[config.mk]
export PLATFORM = sky130hd
export DESIGN_NAME = inst_loader_flat
export DESIGN_NICKNAME = d
export VERILOG_FILES = /design/src/rtl/inst_loader_if.sv /design/src/rtl/inst_loader.sv /design/src/flat_wrapper.sv
export SDC_FILE = /design/constraint.sdc
export NUM_CORES = 1
export LEC_CHECK = 0
export CORE_UTILIZATION = 34
export DETAILED_ROUTE_END_ITERATION = 6
export DONT_BUFFER_PORTS = 1
export REMOVE_ABC_BUFFERS = 1
export SYNTH_ARGS = -nofsm -noshare
export SYNTH_HDL_FRONTEND = slang
export SYNTH_SLANG_ARGS = --single-unit
[constraint.sdc]
create_clock -name clk -period 2.74 [get_ports clk]
set_clock_uncertainty 0.1 [all_clocks]
set_input_delay 0 -clock clk [delete_from_list [all_inputs] [get_ports clk]]
set_output_delay 0 -clock clk [all_outputs]
set_load 0.02 [all_outputs]
[src/rtl/inst_loader_if.sv]
// Byte-stream handshake between an upstream byte source and the program loader.
// A byte moves on any cycle where byte_valid and byte_ready are both high.
interface inst_loader_if;
  logic       byte_valid;
  logic [7:0] byte_data;
  logic       byte_ready;

  modport master (output byte_valid, output byte_data, input byte_ready);
  modport slave  (input byte_valid, input byte_data, output byte_ready);
endinterface

[src/rtl/inst_loader.sv]
// Boot-time program loader.
// Takes a framed byte stream: CNT_HI, CNT_LO, 4*N payload bytes, CHK.
// Payload bytes are packed big-endian into 32-bit words, and each finished word
// is written to instruction memory with a one-cycle load strobe.
// The CPU is held in reset until the whole image is in and the frame XORs to zero.
module inst_loader #(
  parameter int          MAX_WORDS = 1024,
  parameter logic [31:0] BASE_ADDR = 32'h0
) (
  input  logic               clk,
  input  logic               rst,
  inst_loader_if.slave       bus,
  output logic               load,
  output logic [31:0]        load_inst,
  output logic [31:0]        load_addr,
  output logic               cpu_rst,
  output logic               done,
  output logic               error,
  output logic [15:0]        words_loaded
);

  localparam logic [31:0] MAX_W = 32'(MAX_WORDS);

  typedef enum logic [2:0] {
    S_CNT_HI, S_CNT_LO, S_PAYLOAD, S_CHK, S_DONE, S_ERROR
  } state_e;

  state_e      state_q, state_d;
  logic [15:0] cnt_q, cnt_d;          // word count N from the header
  logic [31:0] word_q, word_d;        // partially assembled instruction
  logic [1:0]  bcnt_q, bcnt_d;        // byte position inside the current word
  logic [7:0]  xor_q, xor_d;          // running XOR of every accepted byte
  logic        load_q, load_d;
  logic [31:0] load_inst_q, load_inst_d;
  logic [31:0] load_addr_q, load_addr_d;
  logic [15:0] words_q, words_d;

  logic        accept;
  logic        xfer;
  logic [15:0] n_full;
  logic [31:0] word_next;

  // Ready depends on state only (plus rst), so it stays high across load cycles.
  assign accept         = (state_q == S_CNT_HI) || (state_q == S_CNT_LO) ||
                          (state_q == S_PAYLOAD) || (state_q == S_CHK);
  assign bus.byte_ready = !rst && accept;
  assign xfer           = bus.byte_valid && bus.byte_ready;
  assign n_full         = {cnt_q[15:8], bus.byte_data};
  assign word_next      = {word_q[23:0], bus.byte_data};

  // Next-state and datapath: one step per accepted byte; load is a single-cycle pulse.
  always_comb begin
    state_d     = state_q;
    cnt_d       = cnt_q;
    word_d      = word_q;
    bcnt_d      = bcnt_q;
    xor_d       = xor_q;
    load_d      = 1'b0;
    load_inst_d = load_inst_q;
    load_addr_d = load_addr_q;
    words_d     = words_q;
    if (xfer) begin
      xor_d = xor_q ^ bus.byte_data;
      case (state_q)
        S_CNT_HI: begin
          cnt_d[15:8] = bus.byte_data;
          state_d     = S_CNT_LO;
        end
        S_CNT_LO: begin
          cnt_d = n_full;
          if ({16'h0, n_full} > MAX_W) state_d = S_ERROR;
          else if (n_full == 16'h0)    state_d = S_CHK;
          else                         state_d = S_PAYLOAD;
        end
        S_PAYLOAD: begin
          word_d = word_next;
          bcnt_d = bcnt_q + 2'd1;
          if (bcnt_q == 2'd3) begin
            // words_q still counts the words before this one, so it is this word's index.
            load_d      = 1'b1;
            load_inst_d = word_next;
            load_addr_d = BASE_ADDR + {14'h0, words_q, 2'b00};
            words_d     = words_q + 16'd1;
            if (words_q == cnt_q - 16'd1) state_d = S_CHK;
          end
        end
        S_CHK: begin
          state_d = ((xor_q ^ bus.byte_data) == 8'h00) ? S_DONE : S_ERROR;
        end
        default: ;
      endcase
    end
  end

  // State and datapath registers; rst discards any partially received frame.
  always_ff @(posedge clk) begin
    if (rst) begin
      state_q     <= S_CNT_HI;
      cnt_q       <= 16'h0;
      word_q      <= 32'h0;
      bcnt_q      <= 2'd0;
      xor_q       <= 8'h0;
      load_q      <= 1'b0;
      load_inst_q <= 32'h0;
      load_addr_q <= BASE_ADDR;
      words_q     <= 16'h0;
    end else begin
      state_q     <= state_d;
      cnt_q       <= cnt_d;
      word_q      <= word_d;
      bcnt_q      <= bcnt_d;
      xor_q       <= xor_d;
      load_q      <= load_d;
      load_inst_q <= load_inst_d;
      load_addr_q <= load_addr_d;
      words_q     <= words_d;
    end
  end

  assign load         = load_q;
  assign load_inst    = load_inst_q;
  assign load_addr    = load_addr_q;
  assign words_loaded = words_q;
  assign done         = (state_q == S_DONE);
  assign error        = (state_q == S_ERROR);
  assign cpu_rst      = (state_q != S_DONE);

endmodule

[src/flat_wrapper.sv]
// flat-port wrapper written by rule: the top's interface ports become plain ports
module inst_loader_flat 
#(
  parameter int          MAX_WORDS = 1024,
  parameter logic [31:0] BASE_ADDR = 32'h0
)
  (clk, rst, load, load_inst, load_addr, cpu_rst, done, error, words_loaded, bus_byte_valid, bus_byte_data, bus_byte_ready);
  inst_loader_if bus_i ();
  input  logic clk;
  input  logic rst;
  output logic load;
  output logic [31:0] load_inst;
  output logic [31:0] load_addr;
  output logic cpu_rst;
  output logic done;
  output logic error;
  output logic [15:0] words_loaded;
  input wire logic [$bits(bus_i.byte_valid)-1:0] bus_byte_valid;
  input wire logic [$bits(bus_i.byte_data)-1:0] bus_byte_data;
  output wire logic [$bits(bus_i.byte_ready)-1:0] bus_byte_ready;
  assign bus_i.byte_valid = bus_byte_valid;
  assign bus_i.byte_data = bus_byte_data;
  assign bus_byte_ready = bus_i.byte_ready;
  inst_loader #(.MAX_WORDS(MAX_WORDS), .BASE_ADDR(BASE_ADDR)) u_core (.clk(clk), .rst(rst), .bus(bus_i), .load(load), .load_inst(load_inst), .load_addr(load_addr), .cpu_rst(cpu_rst), .done(done), .error(error), .words_loaded(words_loaded));
endmodule
After elaboration in Yosys (flattened, before gate mapping)
Cells that the tools add are included.

$add $sub $neg: 3. Shift operators: 0. Reduce and logical (&&, ||, !) cells: 16. Divide/modulo/power cells: 0. Multiplexer cells: 7. Equality and inequality tests: 10. Multipliers: 0. Magnitude comparators: 1. Bitwise logic cells: 3.

Operator list (count): $add A16 B1 Y16 const B (1); $eq A16 B16 Y1 (1); $gt A16 B11 Y1 const B (1); $logic_not A16 Y1 (1); $sub A16 B1 Y16 const B (1); $pmux W3 S4 (1); $mux W3 (3); $logic_not A8 Y1 (1); $xor A8 B8 Y8 (1); $eq A3 B2 Y1 const B (2); $eq A3 B3 Y1 const B (2); $reduce_and A2 Y1 (3); $ne A2 B2 Y1 const B (2); $reduce_and A4 Y1 (1); $reduce_bool A4 Y1 (1); $eq A3 B1 Y1 const B (1); $logic_not A3 Y1 (1); $logic_or A1 B1 Y1 (3); $mux W1 (3); $ne A3 B3 Y1 const B (1); $reduce_and A3 Y1 (1); $reduce_or A3 Y1 (1); $add A2 B1 Y2 const B (1); $eq A2 B2 Y1 const B (1); other kinds (3) (5).

Register bits: 118. Bits in writable memories: 0. Input bits: 11. Memories kept: 0. Bits in read-only memories: 0. Output and inout port bits: 85. Word-level logic and storage cells: 50. Latch bits: 0.

Logic depth before layout (Yosys ltp)
Gate-level depths: netlist of the first run.

Depth in word-level cells: 8. Mapped depth: 9. Depth with buffers taken out: 8.

Worst setup path after synthesis of the first run
OpenSTA, ideal clock, no wires.

Path type: reg-to-reg. Start point: register u_core.cnt_q[2]. End point: register u_core.state_q[0]. Cell stages (with the launch flop): 8. Arrival time: 1.916 ns. Clock period less this slack: 2.103 ns. Buffers on the path: 1. Path slack: 0.637 ns. Required time: 2.553 ns. Setup time: 0.087 ns. Cell sequence: dfxtp_1 > or4_1 > clkbuf_2 > nor3_1 > xor2_1 > o31ai_1 > nor2_1 > o31ai_1.

Cells in the longest elaborated chain, start to end: 4.

RTL lines: start: declaration (RTL line inst_loader.sv:29) `logic [15:0] cnt_q, cnt_d;`; start signal: assignment (RTL line inst_loader.sv:109) `cnt_q <= cnt_d;`; $sub A16 B1 Y16 (RTL line inst_loader.sv:84) `if (words_q == cnt_q - 16'd1) state_d = S_CHK;`; $eq A16 B16 Y1 (RTL line inst_loader.sv:84); $ne A2 B2 Y1 (no line); $reduce_and A4 Y1 (no line); end signal: assignment (RTL line inst_loader.sv:108) `state_q <= state_d;`; end: declaration (RTL line inst_loader.sv:28) `state_e state_q, state_d;`.

Every way passes these cells. A chain may end at the register's enable or synchronous reset.

Worst setup path after layout of the first run
Start point: input rst. End point: register u_core.load_inst_q[29], in the netlist u_core.load_inst[29].

Cells in the longest elaborated chain, start to end: 4.

RTL lines: start: declaration (RTL line flat_wrapper.sv:10) `input logic rst;`; $logic_not A1 Y1 (RTL line inst_loader.sv:46) `assign bus.byte_ready = !rst && accept;`; $logic_and A1 B1 Y1 (RTL line inst_loader.sv:46); $logic_and A1 B1 Y1 (RTL line inst_loader.sv:47) `assign xfer = bus.byte_valid && bus.byte_ready;`; $reduce_and A3 Y1 (no line); end signal: assignment (RTL line inst_loader.sv:114) `load_inst_q <= load_inst_d;`; end: declaration (RTL line inst_loader.sv:34) `logic [31:0] load_inst_q, load_inst_d;`.

Parallel ways exist; a longest one is shown, timed or not.

==> reports/metrics.yaml, run 1 <==
max_freq_mhz: 392
cts_tree: "built"
slew_viol_final: 0
r2r-end: "u_core.load_inst[29]"
reg2reg_slack_ns: 0.28
ios: 96
synth_common_cells: "169 x nand2_1, 118 x dfxtp_1, 81 x a21oi_1, 50 x nor2_1, 45 x clkbuf_1"
synthFlopType: "dfxtp_1"
cts_buffer_depth: 2
dpl.hpwl_um: 8260
avgViaCountPerCell: 5.03
drc_errors: 16
clock_sinks: 118
crit_path_start_kind: "input port"
die_area_sq_um: 15600
crit_start: "rst"
areaGrowthSynthToFinish_pct: 17.0
antenna_cells: 0
crit_path_end_kind: "flop"
grt_antenna_before_repair: 0
synth_area_leaders: "dfxtp_1 46%, nand2_1 12%, a21oi_1 7.9%"
timing.final.crit_share_pct: 93.1
ant_nets: 0
worstPathCellList: "dlygate4sd3_1, buf_16, nor3b_2, buf_4, nand2_2, inv_4, buf_12, nand2_1, a21oi_1, dlygate4sd3_1"
nets: 654
power_density_nw_per_um2: 725
reg2reg_depth: 8
fin_util_pct: 40.9
drt_wl_total_um: 13300
critPathRequiredTime_ns: 3.00
grt_pass1_vias: 3978
drt-wirelength-per-cell_um: 15.9
hold_viol_final: 0
drt_first_iter_violations: 389
syn_inst: 643
slowest_delay_ns: 0.69
hold_ws_ns: 0.0669
placed_cell_area_sq_um: 5230
ys_types: 47
rows: 44
grt_max_degree: 116
grt_overflow_total: 0
gp_congestion: 0.802
ys_seq_elements: 118
cts_buffers: 17
synth.largest_area_cell: "dfxtp_1"
clockRootBuffer: "clkbuf_16"
clock_latency_ns: 0.41
critPathKind: "in -> reg"
timing.rr.start: "u_core.state_q[2]"
avgSynthCellArea_sq_um: 7.97
p_leak_nw: 2.22
fillers: 1500
synth-edff-count: 0
track_usage_pct: 17.8
worstMarginPinSlew_ns: 0.941
vdd_drop_max_uv: 429
violations: "design-rule violations"
syn-cell-area_sq_um: 5120
rsz0062_at_grt: "no"
die_x_um: 125
grt_first_pass_wirelength_um: 21600
cts.clk_slew.worst_paths_ns: 0.06
htreeDepth: 4
cp_max_fo: 46
drt_pass1_iterations: 6
hp-class: "in -> reg"
path_common_cell: "dlygate4sd3_1"
synthArstFlopShare_pct: 0
layout-drive-gt1-share_pct: 8.42
core_area_sq_um: 14600
initial_utilization_pct: 35.0
yosys_warnings: 0
ys_seq_area_share_pct: 46.1
cpMaxStageDelayCell: "dlygate4sd3_1"
setup_viol: 0
yosysMostFrequentCell: "nand2_1"
arrival_ns: 2.81
slew_headroom_pct: 37.1
cap_violations: 0
crit_end: "u_core.load_inst[29]"
fin_area_sq_um: 6000
min_period_ns: 2.55
die_h_um: 125
yosysTopAreaCellShare_pct: 46.1
hp-start: "bus_byte_valid"
outcome: "finished with violations"
io_buffers: 0
vias: 4212
-- cell usage in the layout, fill, tap and decap left out, types with 3 or more instances in the layout --
master / instances
xor2_1: 27
xnor2_1: 21
nand2_1: 168
clkbuf_16: 17
nor2b_1: 4
nor3b_1: 3
nor4_1: 6
mux2i_1: 15
or3_1: 4
nand3_1: 10
nor3_1: 7
nor2_1: 50
nand3b_1: 4
buf_4: 13
and3_1: 3
o31ai_1: 5
or4_1: 3
dlygate4sd3_1: 11
dfxtp_1: 118
o21ai_0: 4
clkinv_4: 4
inv_1: 5
ha_1: 3
nand2b_1: 4
a21oi_1: 81
nand4_1: 8
clkinvlp_4: 4
conb_1: 16
-- registers in the layout (all words and copies together) (netlist names) --
name                 flops
u_core.word_q           24
u_core.bcnt_q            2
u_core.load_inst        32
u_core.load              1
u_core.load_addr        16
u_core.cnt_q            16
u_core.state_q           3
u_core.xor_q             8
u_core.words_loaded     16
-- layout make-up --
| cell class | count | area (sq um) | area share [%] |
|---|---|---|---|
| Timing Repair Buffer | 27 | 283 | 4.72 |
| Multi-Input combinational cell | 470 | 2490 | 41.6 |
| Clock inverter | 13 | 148 | 2.46 |
| Clock buffer | 19 | 453 | 7.55 |
| Inverter | 6 | 25.0 | 0.417 |
| Tap cell | 184 | 230 | 3.84 |
| Sequential cell | 118 | 2360 | 39.4 |
-- critical path: cells and delay by family --
| family | cells | cell delay, ns |
|---|---|---|
| simple gates | 3 | 0.49 |
| buf+inv | 6 | 2.16 |
| compound gates | 1 | 0.12 |
-- logic make-up (layout without fill, tap and decap cells) --
| logic type | count (synthesis) | in the layout | share of synthesized area [%] |
|---|---|---|---|
| AO/OA/AOI/OAI | 100 | 100 | 10.6 |
| adder cells (fa/ha/maj) | 3 | 3 | 0.733 |
| flip-flops | 118 | 118 | 46.1 |
| other | 1 | 16 | 0.0732 |
| buffers and inverters | 70 | 65 | 6.33 |
| AND/OR/NAND/NOR | 287 | 287 | 24.8 |
| XOR/XNOR | 48 | 48 | 8.21 |
| multiplexers | 16 | 16 | 3.15 |
-- per-layer routing --
metal | share of wire, % | vias to the layer above | wire length [um] | track usage, %
met5 | 0 | - | 0 | 0
met4 | 1.7 | 0 | 231 | 6.54
met3 | 5.5 | 20 | 733 | 5.58
met2 | 46 | 100 | 6110 | 27.5
met1 | 47 | 2002 | 6240 | 23.2
li1 | - | 2090 | - | -
-- where the power goes --
group | total (mW) | leakage, nW | switching, mW | internal, mW
Combinational | 0.344 | 0.981 | 0.206 | 0.138
Clock | 2.23 | 0.282 | 0.834 | 1.39
Sequential | 1.78 | 0.953 | 0.0328 | 1.74
-- stage by stage --
| stage | std cells | setup TNS (ns) | setup slack [ns] | total power, mW |
|---|---|---|---|---|
| after detailed placement | 792 | 0 | 0.450 | 2.09 |
| after global placement | 792 | 0 | 0.488 | 2.08 |
| after global routing | 837 | 0 | 0.0574 | 4.53 |
| after CTS | 837 | 0 | 0.164 | 4.40 |
| final | 837 | 0 | 0.189 | 4.35 |
| after floorplan | 594 | -7.44 | -0.497 | 2.02 |
-- worst min-delay path by stage --
stage / end / depth (start not counted)
global route: u_core.xor_q[0] / 5
floorplan: u_core.bcnt_q[1] / 1
finish: u_core.xor_q[1] / 5
detailed placement: u_core.word_q[21] / 1
CTS: u_core.xor_q[1] / 5
global placement: u_core.load_inst[29] / 1
-- repair_timing --
item / 4_1_cts / 5_1_grt
hold buffers: 13 / 0
endpoints found under the hold margin: 117 / 0
resized for setup: 0 / 1
setup endpoints to repair: 0 / 1
setup buffers: 0 / 0
No activity file was read; power rests on OpenSTA's default activity.
==> inputs of run 2 (changes only) <==
HOLD_SLACK_MARGIN = 0.02   (was unset)
PLACE_DENSITY = 0.46   (was unset)
==> run 2 against run 1 <==
- the flow still finishes with violations (design-rule violations)
- core utilization fell by 0.34 points
- cell count fell by 0.12%
- via count fell by 2.7%
- first-iteration DRC count fell by 45%
- clock-buffer cell count fell by 1
- critical path depth fell by 2
- design area fell by 0.83%
- wire length fell by 4.2%
- combinational power fell by 8.1%
- non-clock buffer count fell by 1
==> reports/metrics.yaml, run 2 (synthesis results as in run 1) <==
outcome: "finished with violations"
violations: "design-rule violations"
slowest_delay_ns: 0.69  # about the same
fillers: 1542  # +2.8%
grt_first_pass_wirelength_um: 20800  # -3.6%
critPathRequiredTime_ns: 2.97  # -0.03 ns
initial_utilization_pct: 35.0  # unchanged
stdcell_count: 836  # -0.12%
clockRootBuffer: "clkbuf_16"
io_buffers: 0  # unchanged
crit_start: "bus_byte_data[2]"
arrival_ns: 2.57  # -0.24 ns
vdd_drop_max_uv: 414  # -3.4%
clock_sinks: 118  # unchanged
cts_tree: "built"
power_density_nw_per_um2: 722  # -0.43%
worstMarginPinSlew_ns: 0.691  # -0.249 ns
tns_ns: 0  # unchanged
antenna_cells: 0  # unchanged
grt_overflow_total: 0  # unchanged
die_x_um: 125  # unchanged
layout-drive-gt1-share_pct: 8.13  # -0.29 points
timing.rr.start: "u_core.cnt_q[2]"
rows: 44  # unchanged
dpl.hpwl_um: 8180  # -0.99%
p_leak_nw: 2.19  # -0.93%
grt_pass1_vias: 3908  # -1.8%
setup_viol: 0  # unchanged
avgViaCountPerCell: 4.90  # -2.6%
multiInputGateArea_sq_um: 2490  # unchanged
cts_buffers: 17  # unchanged
regArea_sq_um: 2360  # unchanged
crit_path_start_kind: "input port"
die_h_um: 125  # unchanged
cap_violations: 0  # unchanged
hold_ws_ns: 0.0910  # +0.0241 ns
clock_latency_ns: 0.41  # about the same
cts.clk_slew.worst_paths_ns: 0.06  # about the same
die_area_sq_um: 15600  # unchanged
fin_area_sq_um: 5950  # -0.83%
slew_headroom_pct: 53.5  # +16 points
postLayoutSetupSlackWorst_ns: 0.394  # +0.206 ns
most-common-layout-cells: "168 x nand2_1, 118 x dfxtp_1, 81 x a21oi_1"
nets: 653  # -0.15%
power.total_mw: 4.29  # -1.3%
max_freq_mhz: 426  # +8.8%
ant_nets: 0  # unchanged
place_ws_ns: 0.437  # -0.0129 ns
final_common_cell: "nand2_1"
vias: 4099  # -2.7%
r2r-end: "u_core.state_q[0]"
drt-wirelength-per-cell_um: 15.3  # -4.1%
worstPathCellList: "dlygate4sd3_1, nor4_1, dlygate4sd3_1, nand3_1, mux2_2, a31oi_1, o21ai_0, o31ai_1"
postCtsResizedCells: 0  # unchanged
reg2reg_slack_ns: 0.41  # +0.13 ns
hold_viol_final: 0  # unchanged
slew_viol_final: 0  # unchanged
min_period_ns: 2.35  # -0.206 ns
ios: 96  # unchanged
areaGrowthSynthToFinish_pct: 16.1
hp-class: "in -> reg"
drt_wl_total_um: 12800  # -4.2%
drt_pass1_iterations: 6  # unchanged
grt_max_degree: 121  # +4.3%
htreeDepth: 4  # unchanged
dp_cells: 791  # -0.13%
rsz0062_at_grt: "no"
core_area_sq_um: 14600  # unchanged
grt_antenna_before_repair: 0  # unchanged
cpMaxStageDelayCell: "dlygate4sd3_1"
crit_path_end_kind: "flop"
largest_reg_flops: 32  # unchanged
timing.final.crit_share_pct: 85.6  # -7.5 points
path_common_cell: "dlygate4sd3_1"
drt_first_iter_violations: 214  # -45%
track_usage_pct: 17.0  # -0.83 points
critPathKind: "in -> reg"
drc_errors: 13  # -3
reg2reg_depth: 6  # -2
fin_util_pct: 40.6  # -0.34 points
cts_buffer_depth: 2  # unchanged
placed_cell_area_sq_um: 5210  # -0.38%
gp_congestion: 0.908  # +13%
crit_end: "u_core.state_q[0]"
cp_max_fo: 6  # -87%
-- run 2: critical path, delay by kind of cell --
family	cells	cell delay, ns
simple gates	2	0.35
mux	1	0.29
compound gates	3	0.64
buf+inv	2	1.28
-- run 2: final cells by class --
class | instances | share of cell area [%]
clock buffer | 18 | 7.39
clock inverter | 14 | 2.55
inverter | 6 | 0.379
timing repair buffer | 26 | 4.12
multi-input combinational | 470 | 42.0
sequential | 118 | 39.7
tap | 184 | 3.87
-- run 2: how the worst min path moves through the flow --
stage	startpoint	end	slack (ns)	cells past startpoint
2_1_floorplan	rst	u_core.bcnt_q[1]	-0.03	1
3_3_place_gp	rst	u_core.load_addr[15]	-0.02	1
3_5_place_dp	rst	u_core.load_addr[15]	-0.02	1
4_1_cts	bus_byte_valid	u_core.words_loaded[8]	0.08	6
5_1_grt	bus_byte_valid	u_core.words_loaded[8]	0.12	6
6_report	bus_byte_valid	u_core.words_loaded[8]	0.09	6
-- run 2: routing by layer --
metal / vias up / track usage (%) / wire [um]
met5: - / 0 / 0
met4: 0 / 5.95 / 162
met3: 15 / 4.85 / 672
met2: 90 / 27.5 / 5880
met1: 1912 / 21.4 / 6050
li1: 2082 / - / -
-- run 2: report_power, final --
group	switching (mW)	total (mW)	internal (mW)
Combinational	0.190	0.316	0.126
Clock	0.828	2.19	1.37
Sequential	0.0409	1.79	1.74
-- run 2: timing repair --
item / 4_1_cts / 5_1_grt
hold buffers: 13 / 0
hold endpoints to repair: 119 / 0
setup buffers: 0 / 0
